[config.mk]
export PLATFORM = sky130hd
export DESIGN_NAME = demux32_1to3_reg_flat
export DESIGN_NICKNAME = d
export VERILOG_FILES = /design/src/rtl/demux32_1to3_reg_if.sv /design/src/rtl/demux32_1to3_reg.sv /design/src/flat_wrapper.sv
export SDC_FILE = /design/constraint.sdc
export NUM_CORES = 1
export LEC_CHECK = 0
export ABC_AREA = 0
export BUFFER_PORTS_ARGS = -buffer_cell sky130_fd_sc_hd__buf_2
export CORE_UTILIZATION = 50
export DETAILED_ROUTE_END_ITERATION = 12
export PLACE_DENSITY = 0.79
export SKIP_CTS_REPAIR_TIMING = 1
export SYNTH_ARGS = -nofsm -noshare
export SYNTH_HDL_FRONTEND = slang
export SYNTH_SLANG_ARGS = --single-unit
[constraint.sdc]
create_clock -name clk -period 1.65 [get_ports clk]
set_clock_uncertainty 0.2 [all_clocks]
set_input_delay 0.33 -clock clk [delete_from_list [all_inputs] [get_ports clk]]
set_output_delay 0.33 -clock clk [all_outputs]
set_load 0.1 [all_outputs]
[src/rtl/demux32_1to3_reg_if.sv]
// Handshake bundle for the registered 1-to-3 demultiplexer: one producer
// stream in, three consumer streams out, plus the drop/error reporting.
interface demux32_1to3_reg_if #(
   parameter int WIDTH = 32,
   parameter int CNTW  = 8
);
   logic             in_valid;
   logic             in_ready;
   logic [WIDTH-1:0] in_data;
   logic [1:0]       in_sel;

   logic             out0_valid;
   logic             out0_ready;
   logic [WIDTH-1:0] out0_data;
   logic             out1_valid;
   logic             out1_ready;
   logic [WIDTH-1:0] out1_data;
   logic             out2_valid;
   logic             out2_ready;
   logic [WIDTH-1:0] out2_data;

   logic             err;
   logic [CNTW-1:0]  drop_cnt;
   logic             err_clr;

   // master is the environment (producer + consumers), slave is the demux
   modport master (
      output in_valid, in_data, in_sel, err_clr,
      output out0_ready, out1_ready, out2_ready,
      input  in_ready, err, drop_cnt,
      input  out0_valid, out0_data, out1_valid, out1_data, out2_valid, out2_data
   );

   modport slave (
      input  in_valid, in_data, in_sel, err_clr,
      input  out0_ready, out1_ready, out2_ready,
      output in_ready, err, drop_cnt,
      output out0_valid, out0_data, out1_valid, out1_data, out2_valid, out2_data
   );
endinterface

[src/rtl/demux32_1to3_reg.sv]
// Registered 1-to-3 demultiplexer: each destination owns a one-entry buffer,
// illegal-select words are dropped and counted with a saturating counter.
module demux32_1to3_reg #(
   parameter int WIDTH = 32,
   parameter int CNTW  = 8
) (
   input  logic                 clk,
   input  logic                 rst_n,
   demux32_1to3_reg_if.slave    bus
);
   typedef enum logic {EMPTY = 1'b0, FULL = 1'b1} chan_state_t;

   chan_state_t      state0, state1, state2;
   logic [WIDTH-1:0] data0, data1, data2;
   logic             err_q;
   logic [CNTW-1:0]  cnt_q;
   logic             ready;
   logic             accept;
   logic             take0, take1, take2, take_bad;

   // A full channel can still accept when its consumer drains in the same cycle
   always_comb begin
      ready = 1'b1;
      unique case (bus.in_sel)
         2'd0:    ready = (state0 == EMPTY) || bus.out0_ready;
         2'd1:    ready = (state1 == EMPTY) || bus.out1_ready;
         2'd2:    ready = (state2 == EMPTY) || bus.out2_ready;
         default: ready = 1'b1;
      endcase
   end

   assign accept   = bus.in_valid && ready;
   assign take0    = accept && (bus.in_sel == 2'd0);
   assign take1    = accept && (bus.in_sel == 2'd1);
   assign take2    = accept && (bus.in_sel == 2'd2);
   assign take_bad = accept && (bus.in_sel == 2'd3);

   always_ff @(posedge clk) begin
      if (!rst_n) begin
         state0 <= EMPTY;
         state1 <= EMPTY;
         state2 <= EMPTY;
         data0  <= '0;
         data1  <= '0;
         data2  <= '0;
         err_q  <= 1'b0;
         cnt_q  <= '0;
      end else begin
         if (take0) begin
            data0  <= bus.in_data;
            state0 <= FULL;
         end else if ((state0 == FULL) && bus.out0_ready) begin
            state0 <= EMPTY;
         end

         if (take1) begin
            data1  <= bus.in_data;
            state1 <= FULL;
         end else if ((state1 == FULL) && bus.out1_ready) begin
            state1 <= EMPTY;
         end

         if (take2) begin
            data2  <= bus.in_data;
            state2 <= FULL;
         end else if ((state2 == FULL) && bus.out2_ready) begin
            state2 <= EMPTY;
         end

         // Clear has priority over a simultaneous drop; the counter never wraps
         if (bus.err_clr) begin
            err_q <= 1'b0;
            cnt_q <= '0;
         end else if (take_bad) begin
            err_q <= 1'b1;
            if (cnt_q != {CNTW{1'b1}})
               cnt_q <= cnt_q + {{(CNTW-1){1'b0}}, 1'b1};
         end
      end
   end

   assign bus.in_ready   = ready;
   assign bus.out0_valid = (state0 == FULL);
   assign bus.out1_valid = (state1 == FULL);
   assign bus.out2_valid = (state2 == FULL);
   assign bus.out0_data  = data0;
   assign bus.out1_data  = data1;
   assign bus.out2_data  = data2;
   assign bus.err        = err_q;
   assign bus.drop_cnt   = cnt_q;
endmodule
[src/flat_wrapper.sv]
// flat-port wrapper written by rule: the top's interface ports become plain ports
module demux32_1to3_reg_flat 
#(
   parameter int WIDTH = 32,
   parameter int CNTW  = 8
)
  (clk, rst_n, bus_in_valid, bus_in_data, bus_in_sel, bus_err_clr, bus_out0_ready, bus_out1_ready, bus_out2_ready, bus_in_ready, bus_err, bus_drop_cnt, bus_out0_valid, bus_out0_data, bus_out1_valid, bus_out1_data, bus_out2_valid, bus_out2_data);
  demux32_1to3_reg_if #(.WIDTH(WIDTH), .CNTW(CNTW)) bus_i ();
  input  logic clk;
  input  logic rst_n;
  input wire logic [$bits(bus_i.in_valid)-1:0] bus_in_valid;
  input wire logic [$bits(bus_i.in_data)-1:0] bus_in_data;
  input wire logic [$bits(bus_i.in_sel)-1:0] bus_in_sel;
  input wire logic [$bits(bus_i.err_clr)-1:0] bus_err_clr;
  input wire logic [$bits(bus_i.out0_ready)-1:0] bus_out0_ready;
  input wire logic [$bits(bus_i.out1_ready)-1:0] bus_out1_ready;
  input wire logic [$bits(bus_i.out2_ready)-1:0] bus_out2_ready;
  output wire logic [$bits(bus_i.in_ready)-1:0] bus_in_ready;
  output wire logic [$bits(bus_i.err)-1:0] bus_err;
  output wire logic [$bits(bus_i.drop_cnt)-1:0] bus_drop_cnt;
  output wire logic [$bits(bus_i.out0_valid)-1:0] bus_out0_valid;
  output wire logic [$bits(bus_i.out0_data)-1:0] bus_out0_data;
  output wire logic [$bits(bus_i.out1_valid)-1:0] bus_out1_valid;
  output wire logic [$bits(bus_i.out1_data)-1:0] bus_out1_data;
  output wire logic [$bits(bus_i.out2_valid)-1:0] bus_out2_valid;
  output wire logic [$bits(bus_i.out2_data)-1:0] bus_out2_data;
  assign bus_i.in_valid = bus_in_valid;
  assign bus_i.in_data = bus_in_data;
  assign bus_i.in_sel = bus_in_sel;
  assign bus_i.err_clr = bus_err_clr;
  assign bus_i.out0_ready = bus_out0_ready;
  assign bus_i.out1_ready = bus_out1_ready;
  assign bus_i.out2_ready = bus_out2_ready;
  assign bus_in_ready = bus_i.in_ready;
  assign bus_err = bus_i.err;
  assign bus_drop_cnt = bus_i.drop_cnt;
  assign bus_out0_valid = bus_i.out0_valid;
  assign bus_out0_data = bus_i.out0_data;
  assign bus_out1_valid = bus_i.out1_valid;
  assign bus_out1_data = bus_i.out1_data;
  assign bus_out2_valid = bus_i.out2_valid;
  assign bus_out2_data = bus_i.out2_data;
  demux32_1to3_reg #(.WIDTH(WIDTH), .CNTW(CNTW)) u_core (.clk(clk), .rst_n(rst_n), .bus(bus_i));
endmodule
# ---- Word level (Yosys, flattened, before mapping)
# Index checks and enable logic that the tools add are counted.
dict set report classes {
  n_reduce_logical 17
  n_mux 7
  eq_ne 4
  add_sub_neg 1
  bitwise_logic 4
}
# op count
set op_table {}
lappend op_table {{$add 8x1->8 const B} 1}
lappend op_table {{$logic_and 1x1->1} 8}
lappend op_table {{$ne 8x8->1 const B} 1}
lappend op_table {{$mux 1} 6}
lappend op_table {{$reduce_bool 2->1} 3}
lappend op_table {{$eq 2x2->1 const B} 2}
lappend op_table {{$not 1->1} 4}
lappend op_table {{$logic_or 1x1->1} 3}
lappend op_table {{$pmux 1 s3} 1}
lappend op_table {{$eq 2x1->1 const B} 1}
lappend op_table {{$logic_not 2->1} 1}
lappend op_table {{$reduce_and 2->1} 1}
lappend op_table {{$reduce_or 2->1} 1}
dict set report word_totals {
  word_cells 41
  inputBits 41
  output_inout_bits 109
  register_bits 108
}

# ---- Depth between registers and ports, before layout
dict set report logic_depth {
  word_depth 6
  depth_mapped 6
  mapped_depth_nobuf 3
}

# ---- Worst setup path before layout
# Ideal clock, no wire load.
dict set report synth_timing {
  path_type {register -> output}
  from {register u_core.state1, in the netlist u_core.bus.out1_valid}
  to {output port bus_in_ready}
  arrival_ns 3.239
  slack_ns -2.119
  path_stages_with_launch 5
  required_ns 1.120
  path_buffers 1
  cell_sequence {dfxtp_1 -> nand2b_1 -> clkbuf_1 -> mux2i_1 -> o21ai_0}
}
dict set report synth_between {
  elab_chain_len 3
}
# item line_no
set synth_lines {}
lappend synth_lines {{start, declared} demux32_1to3_reg.sv:13} ;# chan_state_t state0, state1, state2;
lappend synth_lines {{start signal, assigned} demux32_1to3_reg.sv:41} ;# state1 <= EMPTY;
lappend synth_lines {{start signal, assigned} demux32_1to3_reg.sv:58} ;# state1 <= FULL;
lappend synth_lines {{start signal, assigned} demux32_1to3_reg.sv:60} ;# state1 <= EMPTY;
lappend synth_lines {{$not 1->1} demux32_1to3_reg.sv:26} ;# 2'd1: ready = (state1 == EMPTY) || bus.out1_ready;
lappend synth_lines {{$logic_or 1x1->1} demux32_1to3_reg.sv:26}
lappend synth_lines {{$pmux 1 s3} demux32_1to3_reg.sv:24} ;# unique case (bus.in_sel)
lappend synth_lines {{end, declared} flat_wrapper.sv:18} ;# output wire logic [$bits(bus_i.in_ready)-1:0] bus_in_ready;
# No other way between the ends.

# ---- Worst setup path after layout
# Ends and elaborated chain as after synthesis.

==> reports/qor.yml <==
stdcell_area_um2: 6010
avgViaCountPerCell: 5.94
routedWlPerCell_um: 17.1
finalHoldViolations: 0
hold_path_class: "input port to register"
start_util: 0.517
start_kind: "register"
maxSlewViolCount: 0
yosysUniqueCellTypes: 32
cts_root_buf: "clkbuf_8"
die_area_um2: 9400
drt-pass1-iter-count: 5
period_minus_slack_ps: 1790
switching_share: 0.318
violations: "setup timing"
cts_made_buffers: 9
cts_tree: "done"
crit_path_end_kind: "output pin"
clk_pin_slew_ps: 100
switchingPower_mw: 1.79
drive_gt1_frac: 0.322
worstReg2RegStart: "u_core.bus.drop_cnt[6]$_SDFFE_PP0P_"
seq_power_share: 0.482
syn_area_per_cell_um2: 8.82
p_leak_nw: 2.31
grt_pass1_wl_mm: 20.6
max-slew-margin-rel: 0.681
hold_ws_ps: 40.2
drc: 0
critPathMaxFanout: 3
ys_warn_count: 0
fin_ws_ps: -137
wl_mm: 12.7
fin_setup_tns_ps: -166
hold_start: "bus_in_data[24]"
max_stage_delay_ps: 370
p_int_mw: 3.84
grt_usage: 0.265
crit_path_top_delay_cell: "dfxtp_4"
antenna_found_initial: 0
dp_hpwl_mm: 8.26
drv_cap: 0
grt_max_degree: 100
postRouteAntennaNets: 0
die_w_um: 96.9
worstPathCellList: "nand2b_4, mux2i_4, o21ai_4, buf_12"
fmax_mhz: 560
synth.net_count: 553
hold_depth: 3
cp_data_arrival_time_ps: 1260
r2r-end: "u_core.bus.drop_cnt[5]$_SDFFE_PP0P_"
worst_pin_slew_ps: 482
fillCellCount: 688
min_period_over_period: 1.08
seq_area_frac_synth: 0.480
vias: 4439
ios: 150
crit_type: "register to output pin"
cts_num_sinks: 108
diodes: 0
place_area_um2: 5500
power_density_nw_per_um2: 936
io_buffers: 149
rsz0062_at_grt: "true"
finalNetCount: 677
syn2layout_area_growth_pct: 33.4
status: "finished with violations"
setup_viol: 2
rows: 34
syn_inst: 511
core_um2: 8720
grt_overflow_total: 0
cts_buffer_depth: 2
worstRegToRegCells: 3
cp_data_required_time_ps: 1120
reg2reg_slack_ps: 160
pwr-share-clk: 0.313
synth-seq-cells: 108
htree_levels: 3
grt_pass1_vias: 4120
synth_area_um2: 4510
clock_insertion_delay_worst_skew_ps: 350
p_comb_frac: 0.205
ir_worst_vdd_uv: 496
fp.dieH_um: 96.9
drtIter0Drc: 303
holdPathEnd: "u_core.bus.out0_data[24]$_SDFFE_PN0P_"
gp_congestion: 0.817
-- power by group through the flow --
stage	registers [mW]	clock network (mW)	logic, mW
finish	2.71	1.76	1.15
floorplan	3.35	0	0.265
detailed placement	2.77	0	1.11
CTS	2.71	1.77	1.11
global placement	2.77	0	1.10
global route	2.72	1.87	1.20
-- stage by stage --
stage	cells	util	setup WS, ps	total power [mW]
floorplan	511	-	-209	3.61
global placement	732	0.631	8.30	3.86
detailed placement	732	0.631	-55.0	3.88
CTS	747	0.655	-234	5.59
global route	747	0.690	-168	5.79
finish	747	0.690	-137	5.63
-- cells in the final DEF (no fill, tap or decap), drive strengths merged, types with 2 or more instances in the layout --
master,n
clkinv,2
a31oi,2
buf,63
a21boi,99
a311oi,3
clkbuf,116
nand3b,2
bufinv,2
dfxtp,108
nor2,5
and3,3
nand2b,7
mux2i,5
nand2,6
o21ai,98
nand3,99
and3b,2
a41oi,2
nor2b,5
-- registers in the layout, indices dropped and copies added, names as in the netlist --
name                   count
u_core.bus.out2_valid      1
u_core.bus.out1_valid      1
u_core.bus.err             1
u_core.bus.out2_data      32
u_core.bus.out1_data      32
u_core.bus.drop_cnt        8
u_core.bus.out0_data      32
u_core.bus.out0_valid      1
-- worst max-delay path, delay by kind of cell (launching register included) --
family,cells,cell delay (ps)
AOI/OAI and AO/OA,1,190
and+or+nand+nor,1,80
buffers and inverters,1,200
muxes,1,70
DFF,1,370
-- kinds of logic (layout without fill, tap and decap cells) --
family / Yosys count / in the layout / synth area share
AOI/OAI and AO/OA: 208 / 208 / 0.295
and+or+nand+nor: 134 / 134 / 0.158
adders and majority gates: 1 / 1 / 0.00278
DFF: 108 / 108 / 0.480
muxes: 5 / 5 / 0.0111
buffers and inverters: 55 / 183 / 0.0539
-- metal layers --
layer	GRT usage	share of wire	vias to the layer above
li1	-	-	2089
met1	0.350	0.44	2171
met5	0	0	-
met4	0.0540	0.0081	0
met3	0.0672	0.072	9
met2	0.440	0.48	170
-- synth_stat cells (all sizes together) --
library cell | count | share of area
nor2 | 5 | 0.0042
dfxtp | 108 | 0.48
nor3b | 1 | 0.0028
or3b | 1 | 0.0025
and4 | 1 | 0.0019
buf | 14 | 0.019
a41o | 1 | 0.0022
ha | 1 | 0.0028
nand2b | 7 | 0.0097
nor2b | 5 | 0.0069
o21ai | 98 | 0.11
a41oi | 2 | 0.0039
a31oi | 2 | 0.0028
a211oi | 1 | 0.0017
nand2 | 6 | 0.0050
nand3b | 2 | 0.0033
and2 | 1 | 0.0014
and4b | 1 | 0.0022
a311oi | 3 | 0.0058
a2111oi | 1 | 0.0033
a21oi | 1 | 0.0011
mux2i | 5 | 0.011
nand3 | 99 | 0.11
a21boi | 99 | 0.16
clkbuf | 41 | 0.035
and3 | 3 | 0.0042
and3b | 2 | 0.0039
-- worst max path at each step --
| stage | start | to | slack (ps) | cells after the start |
|---|---|---|---|---|
| 2_1_floorplan | u_core.bus.out1_valid$_SDFFE_PN0P_ | bus_in_ready | -210 | 4 |
| 3_3_place_gp | bus_in_sel[0] | u_core.bus.out0_data[8]$_SDFFE_PN0P_ | 8 | 4 |
| 3_5_place_dp | bus_in_sel[0] | u_core.bus.out0_data[8]$_SDFFE_PN0P_ | -60 | 4 |
| 4_1_cts | u_core.bus.out1_valid$_SDFFE_PN0P_ | bus_in_ready | -230 | 4 |
| 5_1_grt | u_core.bus.out0_valid$_SDFFE_PN0P_ | bus_in_ready | -170 | 4 |
| 6_report | u_core.bus.out1_valid$_SDFFE_PN0P_ | bus_in_ready | -140 | 4 |
-- area by class of cell --
type                       instances  area (um2)  share of cell area
timing repair buffer             168        1280               0.213
tap                              108         135              0.0225
clock inverter                     4        73.8              0.0123
sequential                       108        2200               0.366
multi-input combinational        348        2180               0.362
clock buffer                      11         141              0.0235
Power figures use the tool's default switching activity.
